--- config.mk ---
export PLATFORM = sky130hd
export DESIGN_NAME = adc_channel_sequencer
export DESIGN_NICKNAME = d
export VERILOG_FILES = /design/src/rtl/adc_seq_pkg.sv /design/src/rtl/adc_seq_next_channel.sv /design/src/rtl/adc_channel_sequencer.sv
export SDC_FILE = /design/constraint.sdc
export NUM_CORES = 1
export LEC_CHECK = 0
export BUFFER_PORTS_ARGS = -buffer_cell sky130_fd_sc_hd__buf_2
export CAP_MARGIN = 30
export CORE_MARGIN = 5
export CORE_UTILIZATION = 37
export DETAILED_ROUTE_END_ITERATION = 7
export SLEW_MARGIN = 20
export SYNTH_ARGS = -nofsm -noshare
export SYNTH_HDL_FRONTEND = slang
export SYNTH_HIERARCHICAL = 1
export SYNTH_SLANG_ARGS = --single-unit
export TNS_END_PERCENT = 100
--- constraint.sdc ---
create_clock -name clk -period 4.44 [get_ports clk]
set_input_delay 0.444 -clock clk [delete_from_list [all_inputs] [get_ports clk]]
set_output_delay 0.444 -clock clk [all_outputs]
set_load 0.02 [all_outputs]
--- src/rtl/adc_seq_pkg.sv ---
// adc_seq_pkg: shared types and defaults for the ADC channel sequencer.
package adc_seq_pkg;

    localparam int unsigned DEF_MATRIX_BITS    = 12;
    localparam int unsigned DEF_NUM_CHANNELS   = 8;
    localparam int unsigned DEF_TIMEOUT_CYCLES = 255;

    // Sequencer FSM state encoding
    typedef logic [1:0] seq_state_t;

    localparam seq_state_t ST_IDLE     = 2'd0;
    localparam seq_state_t ST_SETTLE   = 2'd1;
    localparam seq_state_t ST_CONVERT  = 2'd2;
    localparam seq_state_t ST_WAIT_OUT = 2'd3;

    // Channel index width; a single-channel build still needs one bit
    function automatic int unsigned ch_width(input int unsigned n);
        return (n > 1) ? $clog2(n) : 1;
    endfunction

    function automatic int unsigned max_u(input int unsigned a, input int unsigned b);
        return (a > b) ? a : b;
    endfunction

endpackage

--- src/rtl/adc_seq_next_channel.sv ---
// adc_seq_next_channel: finds the next set mask bit above the current channel,
// wrapping to the lowest set bit; wrap flags that no set bit lies above.
module adc_seq_next_channel #(
    parameter int unsigned NUM_CHANNELS = 8,
    parameter int unsigned CH_W         = 3
) (
    input  logic [NUM_CHANNELS-1:0] mask,
    input  logic [CH_W-1:0]         current,
    output logic [CH_W-1:0]         next_ch,
    output logic                    wrap
);

    logic            found;
    logic [CH_W-1:0] above;
    logic [CH_W-1:0] lowest;

    // Descending scan so the last hit in each category is the lowest index
    always_comb begin
        found  = 1'b0;
        above  = '0;
        lowest = '0;
        for (int i = int'(NUM_CHANNELS) - 1; i >= 0; i--) begin
            if (mask[i]) begin
                lowest = CH_W'(i);
                if (i > int'(current)) begin
                    above = CH_W'(i);
                    found = 1'b1;
                end
            end
        end
        next_ch = found ? above : lowest;
        wrap    = ~found;
    end

endmodule

--- src/rtl/adc_channel_sequencer.sv ---
// adc_channel_sequencer: scans the masked analog mux channels, holds the ADC core
// in reset while the mux settles, and buffers one result for a ready/valid consumer.
// Build option: ADC_SEQ_DISCARD_FIRST_EN drops the first conversion strobe after
// every CONVERT entry and uses the second one.
module adc_channel_sequencer
    import adc_seq_pkg::*;
#(
    parameter int unsigned MATRIX_BITS    = DEF_MATRIX_BITS,
    parameter int unsigned NUM_CHANNELS   = DEF_NUM_CHANNELS,
    parameter int unsigned TIMEOUT_CYCLES = DEF_TIMEOUT_CYCLES,
    localparam int unsigned CH_W          = ch_width(NUM_CHANNELS)
) (
    input  logic                    clk,
    input  logic                    rst,
    input  logic                    start_in,
    input  logic                    stop_in,
    input  logic                    continuous_in,
    input  logic [NUM_CHANNELS-1:0] channel_mask_in,
    input  logic [3:0]              settle_cycles_in,
    input  logic [2:0]              avg_control_in,
    input  logic                    adc_conv_finished_in,
    input  logic [MATRIX_BITS-1:0]  adc_result_in,
    output logic                    adc_rst_n_out,
    output logic [2:0]              adc_avg_control_out,
    output logic [CH_W-1:0]         mux_select_out,
    output logic [MATRIX_BITS-1:0]  result_out,
    output logic [CH_W-1:0]         result_channel_out,
    output logic                    result_valid_out,
    input  logic                    result_ready_in,
    output logic                    busy_out,
    output logic                    scan_done_out,
    output logic                    timeout_err_out
);

    // One counter serves both the settle countdown and the CONVERT timeout
    localparam int unsigned CNT_W = max_u(4, $clog2(TIMEOUT_CYCLES + 1));
    localparam logic [CNT_W-1:0] TMO_LAST = CNT_W'(TIMEOUT_CYCLES - 1);

    seq_state_t              state_q, state_d;
    logic [CNT_W-1:0]        cnt_q, cnt_d;
    logic [CH_W-1:0]         ch_q, ch_d;
    logic [NUM_CHANNELS-1:0] mask_q, mask_d;
    logic                    cont_q, cont_d;
    logic [2:0]              avg_q, avg_d;
    logic [MATRIX_BITS-1:0]  res_q, res_d;
    logic [CH_W-1:0]         res_ch_q, res_ch_d;
    logic                    valid_q, valid_d;
    logic [MATRIX_BITS-1:0]  hold_q, hold_d;
    logic                    done_q, done_d;
    logic                    tout_q, tout_d;

    logic                    use_strobe;
    logic                    buf_free;
    logic                    load;
    logic [MATRIX_BITS-1:0]  load_val;
    logic                    advance;
    logic [CNT_W-1:0]        settle_ext;

    logic [NUM_CHANNELS-1:0] fnd_mask;
    logic [CH_W-1:0]         fnd_cur;
    logic [CH_W-1:0]         nxt_ch;
    logic                    nxt_wrap;

`ifdef ADC_SEQ_DISCARD_FIRST_EN
    logic seen_q, seen_d;
`endif

    // In IDLE the finder starts above the top channel so it returns the lowest set bit
    always_comb begin
        fnd_mask = (state_q == ST_IDLE) ? channel_mask_in : mask_q;
        fnd_cur  = (state_q == ST_IDLE) ? CH_W'(NUM_CHANNELS - 1) : ch_q;
    end

    adc_seq_next_channel #(
        .NUM_CHANNELS (NUM_CHANNELS),
        .CH_W         (CH_W)
    ) u_next_channel (
        .mask    (fnd_mask),
        .current (fnd_cur),
        .next_ch (nxt_ch),
        .wrap    (nxt_wrap)
    );

    // Strobe qualification: optionally ignore the first conversion after CONVERT entry
    always_comb begin
`ifdef ADC_SEQ_DISCARD_FIRST_EN
        use_strobe = adc_conv_finished_in & seen_q;
`else
        use_strobe = adc_conv_finished_in;
`endif
    end

    // Next-state logic: FSM, counter, result buffer and channel advance
    always_comb begin
        state_d    = state_q;
        cnt_d      = cnt_q;
        ch_d       = ch_q;
        mask_d     = mask_q;
        cont_d     = cont_q;
        avg_d      = avg_q;
        res_d      = res_q;
        res_ch_d   = res_ch_q;
        hold_d     = hold_q;
        done_d     = 1'b0;
        tout_d     = tout_q;
        load       = 1'b0;
        load_val   = adc_result_in;
        advance    = 1'b0;
        settle_ext = CNT_W'(settle_cycles_in);
        buf_free   = ~valid_q | result_ready_in;
        // Consumer handshake drains the buffer in any state
        valid_d    = valid_q & ~result_ready_in;
`ifdef ADC_SEQ_DISCARD_FIRST_EN
        seen_d     = seen_q;
`endif

        case (state_q)
            ST_IDLE: begin
                if (start_in && (|channel_mask_in)) begin
                    mask_d  = channel_mask_in;
                    cont_d  = continuous_in;
                    avg_d   = avg_control_in;
                    tout_d  = 1'b0;
                    ch_d    = nxt_ch;
                    cnt_d   = settle_ext;
                    state_d = ST_SETTLE;
                end
            end
            ST_SETTLE: begin
                if (stop_in) begin
                    state_d = ST_IDLE;
                    cnt_d   = '0;
                end else if (cnt_q == '0) begin
                    state_d = ST_CONVERT;
`ifdef ADC_SEQ_DISCARD_FIRST_EN
                    seen_d  = 1'b0;
`endif
                end else begin
                    cnt_d = cnt_q - 1'b1;
                end
            end
            ST_CONVERT: begin
                if (stop_in) begin
                    state_d = ST_IDLE;
                    cnt_d   = '0;
                end else if (use_strobe) begin
                    if (buf_free) begin
                        load    = 1'b1;
                        advance = 1'b1;
                    end else begin
                        hold_d  = adc_result_in;
                        state_d = ST_WAIT_OUT;
                        cnt_d   = '0;
                    end
`ifdef ADC_SEQ_DISCARD_FIRST_EN
                end else if (adc_conv_finished_in) begin
                    seen_d = 1'b1;
                    cnt_d  = '0;
`endif
                end else if (cnt_q == TMO_LAST) begin
                    tout_d  = 1'b1;
                    advance = 1'b1;
                end else begin
                    cnt_d = cnt_q + 1'b1;
                end
            end
            ST_WAIT_OUT: begin
                if (stop_in) begin
                    state_d = ST_IDLE;
                end else if (result_ready_in) begin
                    load     = 1'b1;
                    load_val = hold_q;
                    advance  = 1'b1;
                end
            end
            default: state_d = ST_IDLE;
        endcase

        if (load) begin
            res_d    = load_val;
            res_ch_d = ch_q;
            valid_d  = 1'b1;
        end

        if (advance) begin
            if (nxt_wrap && !cont_q) begin
                state_d = ST_IDLE;
                done_d  = 1'b1;
                cnt_d   = '0;
            end else begin
                state_d = ST_SETTLE;
                ch_d    = nxt_ch;
                cnt_d   = settle_ext;
            end
        end
    end

    // State registers
    always_ff @(posedge clk or posedge rst) begin
        if (rst) begin
            state_q  <= ST_IDLE;
            cnt_q    <= '0;
            ch_q     <= '0;
            mask_q   <= '0;
            cont_q   <= 1'b0;
            avg_q    <= '0;
            res_q    <= '0;
            res_ch_q <= '0;
            valid_q  <= 1'b0;
            hold_q   <= '0;
            done_q   <= 1'b0;
            tout_q   <= 1'b0;
        end else begin
            state_q  <= state_d;
            cnt_q    <= cnt_d;
            ch_q     <= ch_d;
            mask_q   <= mask_d;
            cont_q   <= cont_d;
            avg_q    <= avg_d;
            res_q    <= res_d;
            res_ch_q <= res_ch_d;
            valid_q  <= valid_d;
            hold_q   <= hold_d;
            done_q   <= done_d;
            tout_q   <= tout_d;
        end
    end

`ifdef ADC_SEQ_DISCARD_FIRST_EN
    // Tracks whether the throw-away strobe has been seen in this CONVERT visit
    always_ff @(posedge clk or posedge rst) begin
        if (rst) begin
            seen_q <= 1'b0;
        end else begin
            seen_q <= seen_d;
        end
    end
`endif

    // Outputs; the ADC core runs only while converting
    always_comb begin
        adc_rst_n_out       = (state_q == ST_CONVERT);
        busy_out            = (state_q != ST_IDLE);
        adc_avg_control_out = avg_q;
        mux_select_out      = ch_q;
        result_out          = res_q;
        result_channel_out  = res_ch_q;
        result_valid_out    = valid_q;
        scan_done_out       = done_q;
        timeout_err_out     = tout_q;
    end

endmodule

## Yosys cells after proc, flatten, opt, wreduce, memory -nomap -nowiden

Cells that the tools add are included.
Widths: inputs -> output; s select.

- Word-level logic and storage cells: 142
- Register bits after elaboration: 55

- Muxes and demuxes: 84
- Add/sub/neg operators: 2
- Eq/ne operators: 16
- Bitwise operators: 7
- Order comparisons: 7
- Reduce and logical (&&, ||, !) cells: 14

Operator list:

| operator | count |
|---|---|
| $mux 3 | 28 |
| $mux 8 | 9 |
| $mux 12 | 3 |
| $mux 1 | 30 |
| $pmux 8 s3 | 1 |
| $mux 2 | 8 |
| $reduce_and 5->1 | 3 |
| $gt 3x3->1 const A | 4 |
| $add 8x1->8 const B | 1 |
| $eq 8x8->1 const B | 1 |
| $logic_not 8->1 | 1 |
| $ne 4x3->1 const B | 2 |
| $ne 4x4->1 const B | 2 |
| $pmux 2 s4 | 1 |
| $reduce_or 8->1 | 1 |
| $sub 8x1->8 const B | 1 |
| $gt 2x3->1 const A | 2 |
| $pmux 1 s2 | 3 |
| $ne 5x4->1 const B | 1 |
| $ne 5x5->1 const B | 1 |
| $not 1->1 | 5 |
| $eq 2x2->1 const B | 2 |
| $mux 4 | 1 |
| $ne 2x1->1 const B | 2 |
| other kinds (14) | 17 |

## Longest topological paths before layout

Gate-level depths: netlist of run 1.

- Depth in word-level cells: 22
- Mapped depth: 15

## Hierarchy

Netlist of run 1, hierarchy kept.

By module, submodules not included:

| module | instances | cells an instance | area an instance (sq um) | sequential area each (sq um) |
|---|---|---|---|---|
| adc_channel_sequencer | 1 | 276 | 3042.9 | 1376.3 |
| adc_seq_next_channel | 1 | 42 | 301.5 | 0.0 |

## Least setup slack after synthesis of run 1

Ideal clock, no wire load.

- Path type: register -> register
- Start: register state_q[0]
- End: register cnt_q[2]
- Library setup time: 82 ps
- Cell stages (with the launch flop): 15
- Slack: 1668 ps
- Data arrival time: 2690 ps
- Buffers on the path: 2
- Cell sequence: dfrtp_1 -> inv_1 -> ha_1 -> clkbuf_1 -> clkbuf_1 -> or2_2 -> inv_1 -> a21oi_1 -> o31ai_1 -> nor2_1 -> nand2b_1 -> inv_1 -> a31oi_1 -> nand3_1 -> a31oi_1

- Word-level cells in the longest chain between the ends: 21
- Elaborated cells on any way between the ends: 39

RTL lines:

| element | line | text |
|---|---|---|
| from (decl) | adc_channel_sequencer.sv:39 | `seq_state_t state_q, state_d;` |
| from (signal assigned) | adc_channel_sequencer.sv:214 | `state_q <= state_d;` |
| $logic_not 2->1 * | adc_channel_sequencer.sv:71 | `fnd_cur = (state_q == ST_IDLE) ? CH_W'(NUM_CHANNELS - 1) : ch_q;` |
| $mux 3 * | adc_channel_sequencer.sv:71 |  |
| via fnd_cur[0] | adc_channel_sequencer.sv:60 | `logic [CH_W-1:0] fnd_cur;` |
| $gt 3x3->1 | adc_seq_next_channel.sv:25 | `if (i > int'(current)) begin` |
| $mux 1 | adc_seq_next_channel.sv:25 |  |
| $mux 1 | adc_seq_next_channel.sv:23 | `if (mask[i]) begin` |
| $mux 1 | adc_seq_next_channel.sv:25 |  |
| $mux 1 | adc_seq_next_channel.sv:23 |  |
| (+7 left out) | -- |  |
| $mux 1 | adc_seq_next_channel.sv:23 |  |
| $mux 1 | adc_seq_next_channel.sv:25 |  |
| $mux 1 * | adc_seq_next_channel.sv:23 |  |
| $not 1->1 * | adc_seq_next_channel.sv:32 | `wrap = ~found;` |
| via nxt_wrap | adc_channel_sequencer.sv:62 | `logic nxt_wrap;` |
| $logic_and 1x1->1 * | adc_channel_sequencer.sv:186 | `if (nxt_wrap && !cont_q) begin` |
| $mux 4 * | adc_channel_sequencer.sv:186 |  |
| $mux 8 * | adc_channel_sequencer.sv:185 | `if (advance) begin` |
| to (signal assigned) | adc_channel_sequencer.sv:215 | `cnt_q <= cnt_d;` |
| to (decl) | adc_channel_sequencer.sv:40 | `logic [CNT_W-1:0] cnt_q, cnt_d;` |

The timed path passes the listed nets; every way through them passes the cells marked *.
A chain may end at the register's enable or synchronous reset.

## Worst setup path after layout of run 1

- Start: register state_q[0]
- End: register cnt_q[1]

Same word-level chain as after synthesis.

==> impl_results.md, run 1 <==
* Status: completed
* Worst-Skew Late Latency at a little over 300 ps
* Die Ht at between 100 and 150 µm
* Critical path's most frequent cell: inv_1
* RSZ-0062 raised after global routing: false
* Final worst path period need at between 3000 and 4000 ps
* Total track usage at roughly 15%
* Worst hold margin at about 320 ps
* PortBufs at 59
* Commonest cells after routing, fill and taps aside: buf_2, dfrtp_1, mux2_2
* CP peak stage delay at 490 ps
* Worst clock skew at between 5 and 6 ps
* N_diodes at 0
* Sink Count at 55
* Final Wtd Congestion at about 0.85
* Syn Nets at approximately 360
* Synth Warn # at 6
* Worst slew margin at about two fifths
* Critical path, cell by cell: inv_1 -> ha_1 -> or2_2 -> inv_1 -> a21oi_1 -> o31ai_1 -> nor2_1 -> nand2b_1 -> inv_1 -> a31oi_1 -> nand3_1 -> a31oi_1
* Slowest CP cell: a31oi_1
* Clock Tree Root: clkbuf_8
* Layout Nets at 412
* WL per Instance at about 17 µm
* CTS tree: yes
* Pint at about 1.4 mW
* Drt first pass iters at 4
* Cells after synthesis at roughly 320
* Layout area overhead at 13.6%
* P_leak at 1.75 nW
* Vias per cell at about 5.6
* Initial antenna violation count at 0
* Setup-failing EPs final at 0
* Cell area after synthesis at 0.00334 mm²
* Max_cap viols at 0
* Worst VDD drop at approximately 0.00027 V
* Die ar. at 0.0110 mm²
* DR vias at 2,700
* H-tree depth at 2
* Critical Path Source Type: flop
* Hold Buf Count CTS at 0
* Clock share of power at about 11%
* Worst EP required at roughly 4700 ps
* Pwr Density at around 700 mW/mm²
* Post-synth ARST share at 100%
* Detail Route Antenna Nets at 0
* Initial core utilization at 38.2%
* Crit Path Max Fanout at 15
* Total Wirelength at roughly 8100 µm
* Rows at 34
* Layout cells sized above 1 at a little over a third
* Largest net degree at the start of global routing at 56
* Total CTS buffers at 5
* Critical path buffers and inverters at 3
* DRC at 0
* Vias in the first global route at 2,677
* Worst-Margin Slew at roughly 870 ps
* WS Path Type: flop to flop
* Clock Path Buffers at 2
* CTS-repair resized insts at 0
* IO Count at 60
* NetSw at between 1 and 1.5 mW
* Unique cell type count in the Yosys netlist at 65
* Hold WC Path Type: input pin to asynchronous set/reset pin
* Sw Ratio at a little under half
* Final period util at 71.5%
* Starting DRT DRC Count at about 110
* Number of synthesized flops with an enable pin at 0
* Worst Setup End Kind: flop
* Yosys reg bits at 55
* Share of power burned in registers at around a third
* Synth Flop Type: dfrtp_1
* Syn avg cell area at roughly 11 µm²
* Comb power frac at approximately 57%
* Core footprint at ~0.0088 mm²
* Fin. Hold Viols at 0
* HPWL after detailed placement at around 6000 µm
* GRT overflow at 0
* Final setup TNS at 0 ps
* Max-slew violations at 0
* CP arrival at 3410 ps
* CP delay by family, top: compound AO/OA/AOI/OAI gates
* First-pass GRT wire length at around 13,000 µm
* Setup bufs post-CTS at 0
* Reg clk slew, reported paths at approximately 110 ps
* Die width at around 110 µm
* Most common cell after layout, fill and taps aside: buf_2
* Sequential area share after synthesis at between 40% and 50%
* Highest clock rate at about 0.31 GHz
==> kinds of logic (layout without fill, tap and decap cells) <==
kind of cell	count (synthesis)	after routing	share of synthesized area, %
compound gates	84	84	19.3
xor+xnor	1	1	0.262
fa+ha+maj	9	9	3.37
buf+inv	32	84	4.34
flops	55	55	41.2
mux	54	54	17.6
simple gates	83	83	14.0
==> layer usage <==
| metal | global-route usage (%) | vias to the layer above | part of all wire [%] |
|---|---|---|---|
| met1 | 19.5 | 1335 | 46 |
| met2 | 23.5 | 64 | 49 |
| li1 | - | 1295 | - |
| met5 | 0 | - | 0 |
| met3 | 2.53 | 6 | 3.1 |
| met4 | 5.39 | 0 | 1.4 |
==> final timing paths <==
path                            slack, ps                                from                            endpoint  cells after the start
worst min register to register        510  adc_avg_control_out[0]$_DFFE_PP0P_  adc_avg_control_out[0]$_DFFE_PP0P_                      1
worst min-delay path                  320                                 rst               hold_q[3]$_DFFE_PP0P_                      3
max in group asynchronous            3650                                 rst                cnt_q[3]$_DFFE_PP0P_                      3
worst max-delay path                 1270              state_q[0]$_DFFE_PP0P_                cnt_q[1]$_DFFE_PP0P_                     12
min in group clk                      350                   avg_control_in[1]  adc_avg_control_out[1]$_DFFE_PP0P_                      2
worst max register to register       1270              state_q[0]$_DFFE_PP0P_                cnt_q[1]$_DFFE_PP0P_                     12
==> registers in the layout (all words and copies together), names as in the netlist <==
register and cells:
hold_q 12, result_out 12, cnt_q 8, mask_q 8, adc_avg_control_out 3, mux_select_out 3
result_channel_out 3, state_q 2, cont_q 1, result_valid_out 1, scan_done_out 1, timeout_err_out 1
==> through the flow <==
| step | power [mW] | utilization [%] | worst slack [ps] | instances | area (µm²) |
|---|---|---|---|---|---|
| finish | 2.65 | 43.3 | 1270 | 478 | 3800 |
| global route | 2.86 | 43.3 | 926 | 478 | 3800 |
| CTS | 2.67 | 43.3 | 1280 | 478 | 3800 |
| detailed placement | 2.36 | 42.3 | 1330 | 470 | 3710 |
| global placement | 2.33 | 42.3 | 1460 | 470 | 3710 |
| floorplan | 2.01 | - | 1670 | 318 | 3340 |
==> power by group through the flow <==
| stage | Sequential (mW) | Clock [mW] | Combinational, mW |
|---|---|---|---|
| floorplan | 0.913 | 0 | 1.10 |
| finish | 0.834 | 0.297 | 1.52 |
| global placement | 0.839 | 0 | 1.49 |
| global route | 0.866 | 0.329 | 1.66 |
| CTS | 0.834 | 0.313 | 1.52 |
| detailed placement | 0.842 | 0 | 1.51 |
==> Yosys cell counts (all sizes together) (5+ instances only) <==
cell type / count / area, µm²
a21oi: 22 / 110
a31oi: 7 / 43.8
buf: 10 / 62.6
clkbuf: 8 / 30.0
dfrtp: 55 / 1380
ha: 9 / 113
inv: 14 / 52.6
mux2: 39 / 439
mux2i: 15 / 150
nand2: 7 / 28.8
nand3: 13 / 65.1
nand4: 5 / 31.3
nor2: 22 / 82.6
nor2b: 5 / 31.3
nor4: 6 / 37.5
o21ai: 13 / 80.1
o31ai: 6 / 50.1
==> layout make-up <==
cell class / count / area [µm²]
clock inverter: 3 / 22.5
sequential: 55 / 1380
timing repair buffer: 62 / 318
inverter: 14 / 52.6
clock buffer: 5 / 68.8
tap: 108 / 135
fill: 844 / 4960
multi-input combinational: 231 / 1830
==> worst register-to-register path, stage by stage, from the launching register on <==
cell and delay [ps]:
dfrtp_1 400, inv_1 100, ha_1 410, or2_2 460, inv_1 80, a21oi_1 60
o31ai_1 480, nor2_1 120, nand2b_1 110, inv_1 60, a31oi_1 490, nand3_1 150
a31oi_1 190
Power figures use the tool's default switching activity.
==> run 2: changes to the inputs <==
- clock period: 4.44 -> 3.1 ns (I/O delays scaled with it)
==> impl_results.md, run 2 (synthesis results as in run 1) <==
* Worst clock skew at around 9.5 ps
* Worst-Skew Late Latency at 310 ps
* Final worst path period need at ~2800 ps
* Largest net degree at the start of global routing at 31
* Core footprint at between 0.008 and 0.009 mm²
* Clock Path Buffers at 2
* Initial core utilization at between 30% and 40%
* Worst reg2reg setup slack at 290 ps
* Worst EP required at roughly 3300 ps
* Initial antenna violation count at 0
* Layout Nets at ~420
* WL per Instance at approximately 17 µm
* Vias per cell at 5.55
* Critical path, cell by cell: inv_1 -> ha_2 -> buf_4 -> mux2_2 -> a21boi_0 -> o21ai_2 -> nand2_2 -> nor2_1 -> nand2b_1 -> nor4_2 -> a31oi_2 -> nand3_1 -> a31oi_1
* Worst-Margin Slew at 683 ps
* CP arrival at 2990 ps
* Worst r2r src: state_q[0]$_DFFE_PP0P_
* GRT overflow at 0
* N_diodes at 0
* Hold WC Path Type: input pin to asynchronous set/reset pin
* Clock Tree Root: clkbuf_8
* Final Wtd Congestion at between 0.9 and 1
* Sink Count at 55
* Most common cell after layout, fill and taps aside: buf_2
* Drt first pass iters at 4
* PortBufs at roughly 60
* First-pass GRT wire length at approximately 13,000 µm
* Worst slew margin at between 50% and 60%
* Filler Cells Inserted at roughly 870
* Detail Route Antenna Nets at 0
* CTS tree: yes
* H-tree depth at 2
* HPWL after detailed placement at 5950 µm
* CP peak stage delay at about 410 ps
* Die width at ~110 µm
* Starting DRT DRC Count at 95
* Die Ht at between 100 and 150 µm
* P_leak at 1.77 nW
* WS Path Type: flop to flop
* Layout area overhead at 15.2%
* Crit Path Max Fanout at 11
* Layout cells sized above 1 at between 30 and 40%
* Reg clk slew, reported paths at ~110 ps
* Worst Reg-to-Reg Cells at 13
* Pwr Density at around 1000 mW/mm²
* Total Wirelength at roughly 8000 µm
* Slowest CP cell: dfrtp_1
* DR vias at 2,675
* Worst VDD drop at roughly 0.00034 V
* RSZ-0062 raised after global routing: false
* Vias in the first global route at 2,700
* Highest clock rate at 0.356 GHz
* Critical Path Source Type: flop
* Fin. Hold Viols at 0
* Cell count after placement at around 470
* Tot Pwr at a little under 4 mW
* Max_cap viols at 0
* Non-filler cells, final at between 400 and 500
* Die ar. at about 0.011 mm²
* Hold Buf Count CTS at 0
* Final setup TNS at 0 ps
* Rows at 34
* Worst Setup End Kind: flop
* Total track usage at 14.5%
* Commonest cells after routing, fill and taps aside: buf_2, dfrtp_1, mux2_2
* Status: completed
* DRC at 0
* Worst hold margin at 26.2 ps
* R2R Path End: cnt_q[0]$_DFFE_PP0P_
* Max-slew violations at 0
* Final period util at between 90% and 100%
* Total CTS buffers at 5
* IO Count at 60
* Setup-failing EPs final at 0
run 2: cell count changes in the layout (fill, tap and decap cells not counted), sizes merged:
cell	previous run	this run
clkinv	2	0
clkinvlp	0	1
inv	15	16
buf	62	66
run 2: worst max path at each step:
stage                           start                    to  slack [ps]  cells past startpoint
2_1_floorplan  state_q[0]$_DFFE_PP0P_  cnt_q[2]$_DFFE_PP0P_         330                     14
3_3_place_gp   state_q[0]$_DFFE_PP0P_  cnt_q[3]$_DFFE_PP0P_         210                     12
3_5_place_dp   state_q[0]$_DFFE_PP0P_  cnt_q[2]$_DFFE_PP0P_          50                     12
4_1_cts        state_q[0]$_DFFE_PP0P_  cnt_q[0]$_DFFE_PP0P_          30                     12
5_1_grt        state_q[0]$_DFFE_PP0P_  cnt_q[0]$_DFFE_PP0P_          80                     13
6_report       state_q[0]$_DFFE_PP0P_  cnt_q[0]$_DFFE_PP0P_         290                     13
run 2: layer usage:
layer | routed length (µm) | up-vias | global-route usage, %
met2 | 3880 | 75 | 24.0
met5 | 0 | - | 0
met4 | 116 | 0 | 4.20
met1 | 3620 | 1283 | 19.3
li1 | - | 1309 | -
met3 | 408 | 8 | 2.65
run 2: metrics by stage:
stage | worst slack [ps] | cell area [µm²] | util, %
after floorplan | 328 | 3340 | -
after global placement | 209 | 3740 | 42.6
after detailed placement | 51.2 | 3740 | 42.6
after CTS | 25.6 | 3830 | 43.7
after global routing | 79.4 | 3850 | 44.0
final | 288 | 3850 | 44.0
run 2: power by group:
| group | internal (mW) | switching (mW) |
|---|---|---|
| sequential | 0.982 | 0.211 |
| clock | 0.168 | 0.261 |
| combinational | 0.941 | 1.29 |
| total | 2.09 | 1.76 |
run 2: what timing repair did:
action                                  4_1_cts  5_1_grt
buffers inserted                              0        0
gates resized for setup                       0        4
endpoints found under the setup margin        0        6
run 2: cell type report:
cell class	count	area [µm²]	share of cell area [%]
multi-input combinational	231	1850	47.9
sequential	55	1380	35.7
timing repair buffer	66	348	9.03
tap	108	135	3.51
clock buffer	5	68.8	1.79
inverter	14	52.6	1.36
clock inverter	3	27.5	0.714
run 2: worst max-delay path: cells and delay by family, from the launching register on:
family / cells / cell delay (ps)
compound gates: 4 / 560
fa+ha+maj: 1 / 340
buf+inv: 2 / 330
flops: 1 / 410
mux: 1 / 380
simple gates: 5 / 640
==> run 3: changes to the inputs <==
- GPL_TIMING_DRIVEN: unset -> 0
==> impl_results.md, run 3 (synthesis results as in run 1) <==
* Commonest cells after routing, fill and taps aside: buf_2, dfrtp_1, mux2_2
* Clock Tree Root: clkbuf_8
* Post-Route M1 WL at ~3700 µm
* Worst-Margin Slew at between 800 and 900 ps
* Hold WC Path Type: input pin to asynchronous set/reset pin
* Cell count after placement at about 490
* DR vias at about 2,700
* Layout area overhead at 17.4%
* Final worst-path setup slack at around 210 ps
* Met2 routed WL at 4060 µm
* Sink Count at 55
* H-tree depth at 2
* Worst hold margin at 94.8 ps
* Critical Path Source Type: flop
* Max Used Layer: met4
* Worst clock skew at 4.22 ps
* Worst VDD drop at approximately 0.00042 V
* Core footprint at slightly below 0.009 mm²
* Max-slew violations at 0
* Met3 wire len at 327 µm
* Critical Path Sink: state_q[0]$_DFFE_PP0P_
* RSZ-0062 raised after global routing: false
* Vias in the first global route at 2,716
* Die width at 105 µm
* Hold Buf Count CTS at 0
* First-pass GRT wire length at around 14,000 µm
* Total CTS buffers at 5
* Worst r2r src: state_q[0]$_DFFE_PP0P_
* Worst Setup End Kind: flop
* Die ar. at around 0.011 mm²
* Non-filler cells, final at just under 500
* Final setup TNS at 0 ps
* Pwr Density at between 1000 and 1500 mW/mm²
* Highest clock rate at 0.346 GHz
* Worst reg2reg setup slack at around 210 ps
* Worst-Skew Late Latency at between 300 and 400 ps
* Initial antenna violation count at 0
* Starting DRT DRC Count at 93
* Final instance area at between 0.003 and 0.004 mm²
* Largest net degree at the start of global routing at 56
* PortBufs at 59
* Initial core utilization at a little under two fifths
* P_leak at roughly 1.8 nW
* Filler Cells Inserted at just under 900
* Final worst path period need at 2890 ps
* Worst EP required at approximately 3300 ps
* Tot Pwr at 3.94 mW
* Worst slew margin at between 40% and 50%
* WL per Instance at around 17 µm
* Post-Route Utilization at about 45%
* Status: completed
* Rows at 34
* Placed cell area at ~0.0038 mm²
* Vias per cell at 5.56
* Max_cap viols at 0
* Worst Reg-to-Reg Cells at 13
* HPWL after detailed placement at a little under 6000 µm
* Pre-CTS setup slack at -490 ps
* N_diodes at 0
* Total track usage at 15.1%
* IO Count at 60
* Drt first pass iters at 4
* Most common cell after layout, fill and taps aside: buf_2
* GRT overflow at 0
* Worst Setup SP: state_q[0]$_DFFE_PP0P_
* Die Ht at ~110 µm
* Final Wtd Congestion at ~0.9
* WS Path Type: flop to flop
* Layout cells sized above 1 at ~37%
* Clock Path Buffers at 2
* Setup-failing EPs final at 0
* Reg clk slew, reported paths at 110 ps
* Crit Path Max Fanout at 10
* Final period util at 93.1%
* Fin. Hold Viols at 0
* Detail Route Antenna Nets at 0
* Total Wirelength at between 8000 and 9000 µm
* CP arrival at 3090 ps
* R2R Path End: state_q[0]$_DFFE_PP0P_
* Layout Nets at roughly 430
* CTS tree: yes
* DRC at 0
[run 3: cell types whose count changed in the layout (fill, tap and decap cells not counted), sizes merged]
| cell | before | now |
|---|---|---|
| clkinv | 0 | 2 |
| clkinvlp | 1 | 0 |
| inv | 16 | 15 |
| clkbuf | 5 | 12 |
| buf | 66 | 70 |
[run 3: critical path, stage by stage (launching register included)]
cell and delay [ps]:
dfrtp_1 420, inv_1 140, ha_2 280, clkbuf_4 250, mux2_2 400, nand2b_1 120
a21boi_2 220, nand2_2 100, nor2_1 160, nand2b_1 110, nor4_2 280, a31oi_4 100
o31ai_1 100, mux2i_1 100
[run 3: repair_timing]
action | in CTS | in global routing
resized for setup | 6 | 4
endpoints found under the setup margin | 9 | 9
setup buffers | 0 | 1
pin swaps | 0 | 1
[run 3: metal layers]
| metal | track usage [%] | vias to the layer above |
|---|---|---|
| li1 | - | 1327 |
| met1 | 20.6 | 1342 |
| met2 | 24.7 | 62 |
| met3 | 3.14 | 8 |
| met4 | 3.56 | 0 |
| met5 | 0 | - |
[run 3: cell type report]
cell class	count	area, µm²	area share (%)
Buffer	17	92.6	2.36
Clock buffer	5	68.8	1.75
Clock inverter	3	22.5	0.574
Inverter	14	55.1	1.40
Multi-Input combinational cell	231	1870	47.7
Sequential cell	55	1380	35.1
Tap cell	108	135	3.44
Timing Repair Buffer	60	303	7.71
[run 3: power by group]
| part | switching, mW | internal (mW) |
|---|---|---|
| Sequential | 0.164 | 0.983 |
| Clock | 0.263 | 0.163 |
| Combinational | 1.38 | 0.993 |
| Total | 1.81 | 2.14 |
[run 3: worst min-delay path by stage]
stage                             endpoint  slack, ps                  start  cells after the start
floorplan           hold_q[10]$_DFFE_PP0P_        460      adc_result_in[10]                      1
global placement     mask_q[7]$_DFFE_PP0P_        480  mask_q[7]$_DFFE_PP0P_                      1
detailed placement   hold_q[6]$_DFFE_PP0P_        490                    rst                      2
CTS                  hold_q[6]$_DFFE_PP0P_        130                    rst                      2
global route         hold_q[6]$_DFFE_PP0P_        150                    rst                      2
finish               hold_q[6]$_DFFE_PP0P_         90                    rst                      2
